File: config.mk
export PLATFORM = sky130hd
export DESIGN_NAME = trigger_sequencer
export DESIGN_NICKNAME = d
export VERILOG_FILES = /design/src/rtl/trigger_sequencer.sv
export SDC_FILE = /design/constraint.sdc
export NUM_CORES = 1
export LEC_CHECK = 0
export BUFFER_PORTS_ARGS = -buffer_cell sky130_fd_sc_hd__clkbuf_2
export CAP_MARGIN = 10
export CORE_MARGIN = 2
export CORE_UTILIZATION = 31
export CTS_BUF_LIST = sky130_fd_sc_hd__clkbuf_8
export DETAILED_ROUTE_END_ITERATION = 10
export GPL_TIMING_DRIVEN = 0
export SYNTH_ARGS = -nofsm -noshare
export SYNTH_HDL_FRONTEND = slang
export SYNTH_SLANG_ARGS = --single-unit
File: constraint.sdc
create_clock -name sys_clk -period 2.9 [get_ports sys_clk]
set_input_delay 0.58 -clock sys_clk [delete_from_list [all_inputs] [get_ports sys_clk]]
set_output_delay 0.58 -clock sys_clk [all_outputs]
set_load 0.1 [all_outputs]
File: src/rtl/trigger_sequencer.sv
// Trigger sequencer: coincidence window, readout handshake,
// latch-bank clear pulse and dead time, with event statistics.
module trigger_sequencer #(
   parameter int WINDOW_CYCLES  = 16,
   parameter int CLEAR_CYCLES   = 4,
   parameter int DEAD_CYCLES    = 64,
   parameter int TIMEOUT_CYCLES = 1048576
) (
   input  logic        sys_clk,
   input  logic        rst,
   input  logic        enable,
   input  logic [23:0] hits,
   input  logic        readout_ack,
   output logic        trigger,
   output logic        latch_clr,
   output logic        busy,
   output logic [15:0] event_count,
   output logic [15:0] drop_count,
   output logic [15:0] timeout_count,
   output logic [2:0]  state_dbg
);

   typedef enum logic [2:0] {
      ST_IDLE   = 3'd0,
      ST_WINDOW = 3'd1,
      ST_WAIT   = 3'd2,
      ST_CLEAR  = 3'd3,
      ST_DEAD   = 3'd4
   } state_t;

   // Terminal timer values; each phase runs timer 0..N-1.
   localparam logic [23:0] LP_WIN_LAST  = 24'(WINDOW_CYCLES - 1);
   localparam logic [23:0] LP_CLR_LAST  = 24'(CLEAR_CYCLES - 1);
   localparam logic [23:0] LP_DEAD_LAST = 24'(DEAD_CYCLES - 1);
   localparam logic [23:0] LP_TO_LAST   = 24'(TIMEOUT_CYCLES - 1);
   localparam bit          LP_NO_DEAD   = (DEAD_CYCLES == 0);

   state_t      r_state;
   logic [23:0] r_timer;
   logic        r_trigger;
   logic        r_latch_clr;
   logic        r_busy;
   logic [15:0] r_event_count;
   logic [15:0] r_drop_count;
   logic [15:0] r_timeout_count;

   logic [11:0] w_pair;
   logic        w_coin;
   logic        w_any_hit;

   // Per-layer-pair OR; coincidence needs every pair lit.
   always_comb begin
      w_pair = '0;
      for (int p = 0; p < 12; p++) begin
         w_pair[p] = hits[2*p] | hits[2*p+1];
      end
   end

   assign w_coin    = &w_pair;
   assign w_any_hit = |hits;

   // Sequencer state, phase timer, registered outputs and counters.
   always_ff @(posedge sys_clk or posedge rst) begin
      if (rst) begin
         r_state         <= ST_IDLE;
         r_timer         <= '0;
         r_trigger       <= 1'b0;
         r_latch_clr     <= 1'b0;
         r_busy          <= 1'b0;
         r_event_count   <= '0;
         r_drop_count    <= '0;
         r_timeout_count <= '0;
      end else begin
         case (r_state)
            ST_IDLE: begin
               if (enable && w_any_hit) begin
                  r_state <= ST_WINDOW;
                  r_timer <= '0;
                  r_busy  <= 1'b1;
               end
            end
            ST_WINDOW: begin
               if (w_coin) begin
                  r_state   <= ST_WAIT;
                  r_timer   <= '0;
                  r_trigger <= 1'b1;
                  if (r_event_count != 16'hFFFF)
                     r_event_count <= r_event_count + 16'd1;
               end else if (r_timer == LP_WIN_LAST) begin
                  r_state     <= ST_CLEAR;
                  r_timer     <= '0;
                  r_latch_clr <= 1'b1;
                  if (r_drop_count != 16'hFFFF)
                     r_drop_count <= r_drop_count + 16'd1;
               end else begin
                  r_timer <= r_timer + 24'd1;
               end
            end
            ST_WAIT: begin
               if (readout_ack) begin
                  r_state     <= ST_CLEAR;
                  r_timer     <= '0;
                  r_trigger   <= 1'b0;
                  r_latch_clr <= 1'b1;
               end else if (r_timer == LP_TO_LAST) begin
                  r_state     <= ST_CLEAR;
                  r_timer     <= '0;
                  r_trigger   <= 1'b0;
                  r_latch_clr <= 1'b1;
                  if (r_timeout_count != 16'hFFFF)
                     r_timeout_count <= r_timeout_count + 16'd1;
               end else begin
                  r_timer <= r_timer + 24'd1;
               end
            end
            ST_CLEAR: begin
               if (r_timer == LP_CLR_LAST) begin
                  r_timer     <= '0;
                  r_latch_clr <= 1'b0;
                  if (LP_NO_DEAD) begin
                     r_state <= ST_IDLE;
                     r_busy  <= 1'b0;
                  end else begin
                     r_state <= ST_DEAD;
                  end
               end else begin
                  r_timer <= r_timer + 24'd1;
               end
            end
            ST_DEAD: begin
               if (r_timer == LP_DEAD_LAST) begin
                  r_state <= ST_IDLE;
                  r_timer <= '0;
                  r_busy  <= 1'b0;
               end else begin
                  r_timer <= r_timer + 24'd1;
               end
            end
            default: begin
               r_state     <= ST_IDLE;
               r_timer     <= '0;
               r_trigger   <= 1'b0;
               r_latch_clr <= 1'b0;
               r_busy      <= 1'b0;
            end
         endcase
      end
   end

   assign trigger       = r_trigger;
   assign latch_clr     = r_latch_clr;
   assign busy          = r_busy;
   assign event_count   = r_event_count;
   assign drop_count    = r_drop_count;
   assign timeout_count = r_timeout_count;
   assign state_dbg     = r_state;

endmodule

### After elaboration in Yosys (flattened, before gate mapping)

Cells that the tools add are included.

| storage, ports and cells | value |
|---|---|
| logic and storage cells | 91 |
| output and inout bits | 54 |
| bits of input ports | 28 |
| register bits | 78 |

| cells by class | value |
|---|---|
| equal/unequal tests | 19 |
| bitwise gates (word level) | 17 |
| reduce and logical (&&, ||, !) cells | 14 |
| add/sub/neg operators | 4 |
| mux-type cells | 29 |

Operators with widths:

| cell | count |
|---|---|
| 24-bit 2-to-1 mux | 7 |
| 24-bit case mux with 5 select lines | 1 |
| 16-bit by 1-bit adder with 16-bit output (second input constant) | 3 |
| 16-bit != test (second input constant) | 3 |
| 24-bit by 1-bit adder with 24-bit output (second input constant) | 1 |
| 24-bit by 2-bit == test with 1-bit output (second input constant) | 1 |
| 24-bit by 20-bit == test with 1-bit output (second input constant) | 1 |
| 24-bit by 4-bit == test with 1-bit output (second input constant) | 1 |
| 24-bit by 6-bit == test with 1-bit output (second input constant) | 1 |
| 24-bit OR reduction | 1 |
| 3-bit 2-to-1 mux | 7 |
| 3-bit case mux with 5 select lines | 1 |
| 14-bit AND reduction | 1 |
| 2-bit != test (second input constant) | 6 |
| 1-bit bitwise OR | 12 |
| 12-bit AND reduction | 1 |
| 1-bit 2-to-1 mux | 10 |
| 5-bit AND reduction | 2 |
| 4-bit AND reduction | 2 |
| 3-bit by 2-bit == test with 1-bit output (second input constant) | 2 |
| 3-bit != test (second input constant) | 2 |
| 1-bit case mux with 3 select lines | 2 |
| 3-bit AND reduction | 2 |
| 3-bit OR reduction | 2 |
| other kinds (7) | 11 |

### Longest topological paths before layout

| depth | value |
|---|---|
| depth after elaboration | 4 |
| depth in mapped cells | 9 |
| depth with buffers taken out | 7 |

### Worst setup path before layout

OpenSTA, ideal clock, no wires.

| path | value |
|---|---|
| path kind | register to register |
| start | register r_state[0] (netlist: state_dbg[0]) |
| end | register r_drop_count[6] (netlist: drop_count[6]) |
| arrival time | 2.368 ns |
| cell stages (with the launch flop) | 8 |
| data required time | 2.741 ns |
| path slack | 0.373 ns |
| setup time | 0.159 ns |
| cells stage by stage | dfrtp_1 > clkbuf_1 > nor2b_1 > nand2_1 > a21o_1 > nor4b_4 > nand3_1 > xnor2_1 |

| on the way | value |
|---|---|
| cells in the longest elaborated chain, start to end | 2 |

Ends and longest elaborated chain:

| element | line | source |
|---|---|---|
| start, declared | 38 | `state_t r_state;` |
| start signal, assigned | 65 | `r_state <= ST_IDLE;` |
| start signal, assigned | 77 | `r_state <= ST_WINDOW;` |
| start signal, assigned | 84 | `r_state <= ST_WAIT;` |
| 3-bit by 1-bit == test with 1-bit output | 74 | `case (r_state)` |
| 4-bit AND reduction (no line) | - |  |
| end signal, assigned | 94 | `r_drop_count <= r_drop_count + 16'd1;` |
| end, declared | 44 | `logic [15:0] r_drop_count;` |

No other way between the ends.
A chain may end at the register's enable or synchronous reset.

### Worst setup path after layout

| path | value |
|---|---|
| start | register r_timer[0] |
| end | register r_timer[17] |

| on the way | value |
|---|---|
| cells in the longest elaborated chain, start to end | 4 |
| elaborated cells between the ends (all ways) | 12 |
| classes of those cells | add/sub (1); eq/ne (4); mux (7) |

Ends and longest elaborated chain:

| element | line | source |
|---|---|---|
| start, declared | 39 | `logic [23:0] r_timer;` |
| start signal, assigned | 96 | `r_timer <= r_timer + 24'd1;` |
| start signal, assigned | 113 | `r_timer <= r_timer + 24'd1;` |
| start signal, assigned | 127 | `r_timer <= r_timer + 24'd1;` |
| 24-bit by 1-bit adder with 24-bit output (tied with other cells) | - |  |
| 24-bit 2-to-1 mux (on tied branches) | 105, 89 |  |
| 24-bit 2-to-1 mux (on tied branches) | 100, 83 |  |
| 24-bit case mux with 5 select lines * | 74 |  |

Mark *: on every way between the ends. The rest lies on a longest branch, timed or not.

==> results.txt <==
----------------------------------------------------
[Route]
  Average wire length per cell after detail routing ... 14.7 um
  Average via count per standard cell ... 5.13
  Overall routed net length ... 10,500 um
  Detailed-router iteration count before antenna repair ... 5
  Final ANT Viol Nets ... 0
  Count of routing violations after the opening detailed-route iteration ... 215
  Vias ... 3,665
  DRC ... 0

[Power]
  Overall power after layout ... 3.37 mW
  Power density over cell area ... 648 nW/um^2
  Worst-case vdd ir drop ... 0.297 mV
  Leakage power ... 2.33 nW

[Global route]
  Wire length of the first global-routing pass ... 17,500 um
  Leftover overflow at the end of global routing ... 0
  Maximum number of pins on one net before global-route repair ... 55
  GR Util All Layers ... 0.149
  Via count of the first global-routing pass ... 3,568
  Number of antenna violations at the first check in global routing ... 0

[Synthesis]
  Cell type with the highest aggregate area in the netlist ... dfrtp_1
  Cell variety after synth ... 58
  Portion of netlist area occupied by mux cells ... 0.0151
  Fraction of the mapped netlist area in adder cells ... 0.0116
  Post-synth top cells ... dfrtp_1, xnor2_1, nand2_1
  Top-count cell post-synth ... dfrtp_1
  Number of synthesized register bits ... 78
  Simple-Gate Fraction of Synth Area ... 0.278
  Synthesized-area fraction occupied by xor and xnor cells ... 0.112
  Area fraction of the dominant cell type after synthesis ... 0.453
  Nets in the synthesized netlist ... 468
  Mean instance size in the synthesized netlist ... 9.88 um^2
  Dominant combinational cell family by area after synthesis ... simple AND/OR/NAND/NOR gates
  Share of the synthesized area in compound gates (AO/OA/AOI/OAI) ... 0.107
  Seq/Total Area, Yosys ... 0.453
  Number of cells produced by synthesis ... 436
  Commonest register cell after synthesis ... dfrtp_1
  Warning count from the yosys run ... 0
  Cells taking the most area after synthesis ... dfrtp_1, xnor2_1, nand3_1, nand2_1, nand4_1
  Post-synth ARST share ... 1.00
  Combined area of all synthesized cells ... 4310 um^2
  Number of enable-type register cells in the synthesized netlist ... 0

[Place]
  Number of port buffers ... 81
  Setup Slack @ Placement ... 0.207 ns
  HPWL after DPL ... 7580 um
  Routability cong. ... 0.822
  Cell area after placement ... 4970 um^2

[Setup path]
  Reg-to-reg critical path endpoint ... r_timer[17]
  CP startpoint kind ... register
  Maximum fanout encountered on the critical timing path ... 10
  Critical path data arrival time ... 2.91 ns
  Worst-case reg-to-reg path depth ... 8
  Max stage delay on crit path ... 0.44 ns
  Cell-by-cell trace of the critical path ... ha_1 > or3b_1 > or2_1 > nor3_4 > nor3_2 > clkbuf_1 > o32ai_1 > nand2_1
  Class of the most critical setup path ... reg2reg
  Nature of the critical path endpoint ... register
  Required time of the worst setup path ... 3.15 ns
  Slack of the worst reg-to-reg path ... 0.24 ns
  Master of the slowest instance on the critical path ... dfrtp_1
  Start of the worst register-to-register path ... r_timer[0]

[Floorplan]
  Chip width ... 122 um
  Initial Utilization ... 0.314
  Rows ... 43
  Total Die Area ... 14,900 um^2
  Placeable core area ... 13,700 um^2
  Number of primary I/O pins ... 82
  Die Ht ... 122 um

[Clock network]
  H-tree depth ... 3
  Root Buffer Master ... clkbuf_8
  Hold-fix buffer count after cts ... 0
  Worst-Skew Late Latency ... 0.37 ns
  CTS buffer count ... 9
  # Post-CTS Setup Buffers ... 0
  Clock tree from TritonCTS ... built
  Reg clk slew, reported paths ... 0.08 ns
  Maximum clock path buffer count ... 2
  Clk sinks ... 78
  Post-cts sizing count ... 0

[Min path]
  Path category of the worst min-delay check ... in2async

[Timing]
  Least-Margin Pin Slew ... 0.706 ns
  Maximum clock skew at final layout ... 0.00632 ns
  Worst hold slack ... 0.175 ns
  Pins over their slew limit ... 0
  Count of endpoints failing hold in the final timing report ... 0
  Unrepaired setup endpoints after global routing ... no
  Maximum operating frequency ... 376 MHz
  Final setup violation count ... 0
  Worst slew margin relative to its limit ... 0.529
  Setup ws final ... 0.244 ns
  Period utilisation layout ... 0.916
  Post-layout minimum cycle time ... 2.66 ns

[Finish]
  Share of cells above drive strength 1 ... 0.240
  Final cell area excluding filler cells ... 5200 um^2
  Number of antenna diodes ... 0
  Layout-stage area growth over the synthesis result ... 20.7%
  Count of nets after finishing ... 561

[Flow run]
  Max-cap check violation count ... 0

[Status]
  Outcome ... completed

----------------------------------------------------
-- registers in the layout, indices dropped and copies added (netlist names) --
signal / count
trigger: 1
timeout_count: 16
busy: 1
r_timer: 24
event_count: 16
drop_count: 16
state_dbg: 3
latch_clr: 1
-- final cells by class --
class	count	area, um^2
Buffer	13	70.1
Clock buffer	11	151
Clock inverter	5	81.3
Fill cell	1401	8520
Inverter	8	32.5
Multi-Input combinational cell	337	2260
Sequential cell	78	1950
Tap cell	180	225
Timing Repair Buffer	82	433
-- layout by cell type (no fill, tap or decap), types with 3 or more instances in the layout --
| cell | instances |
|---|---|
| o211ai_1 | 3 |
| o21a_1 | 3 |
| o22ai_1 | 4 |
| nor3_4 | 3 |
| a21oi_1 | 10 |
| clkbuf_1 | 8 |
| nand2_1 | 40 |
| ha_1 | 4 |
| and4_1 | 7 |
| dfrtp_1 | 78 |
| nand4_1 | 21 |
| nor3_1 | 14 |
| nand3_1 | 33 |
| inv_1 | 6 |
| clkbuf_8 | 11 |
| o32ai_1 | 5 |
| and3_1 | 17 |
| xor2_1 | 13 |
| and2_1 | 9 |
| clkbuf_2 | 81 |
| nor2_1 | 27 |
| or3_1 | 4 |
| o21ai_0 | 23 |
| nor4_1 | 9 |
| xnor2_1 | 42 |
| o31ai_1 | 3 |
| mux2_2 | 4 |
-- how the worst max path moves through the flow --
stage	slack [ns]	cells past startpoint	endpoint	startpoint
2_1_floorplan	0.32	1	busy	rst
3_3_place_gp	-0.70	2	event_count[6]	rst
3_5_place_dp	0.21	8	r_timer[11]	hits[13]
4_1_cts	0.24	8	r_timer[11]	r_timer[0]
5_1_grt	0.04	8	r_timer[11]	r_timer[0]
6_report	0.24	8	r_timer[17]	r_timer[0]
-- where the power goes --
group          internal (mW)  switching, mW  total (mW)  leakage, nW
Clock                  0.531          0.416       0.948        0.116
Combinational          0.273          0.885        1.16         1.15
Sequential              1.17         0.0961        1.26         1.06
Total                   1.97           1.40        3.37         2.33
-- critical path, delay by kind of cell, from the launching register on --
kind / cells / cell delay (ns)
simple gates: 5 / 1.18
flops: 1 / 0.44
compound gates: 1 / 0.37
buf+inv: 1 / 0.30
fa+ha+maj: 1 / 0.26
-- cell families after synthesis --
kind of cell | Yosys count
AOI/OAI and AO/OA | 65
muxes | 6
xor gates and xnor gates | 55
adders and majority gates | 4
DFF | 78
and+or+nand+nor | 207
buffers and inverters | 21
-- per-stage QoR --
stage / instances / TNS, ns / utilization
floorplan: 436 / 0 / -
CTS: 714 / 0 / 0.379
global route: 714 / 0 / 0.379
finish: 714 / 0 / 0.379
detailed placement: 698 / 0 / 0.362
global placement: 697 / -53.83 / 0.360
-- layer usage --
metal / share of wire / vias up / global-route usage
li1: - / 1776 / -
met1: 0.47 / 1772 / 0.192
met2: 0.45 / 106 / 0.234
met3: 0.068 / 11 / 0.0454
met4: 0.014 / 0 / 0.0553
met5: 0 / - / 0
No activity file was read; power rests on OpenSTA's default activity.
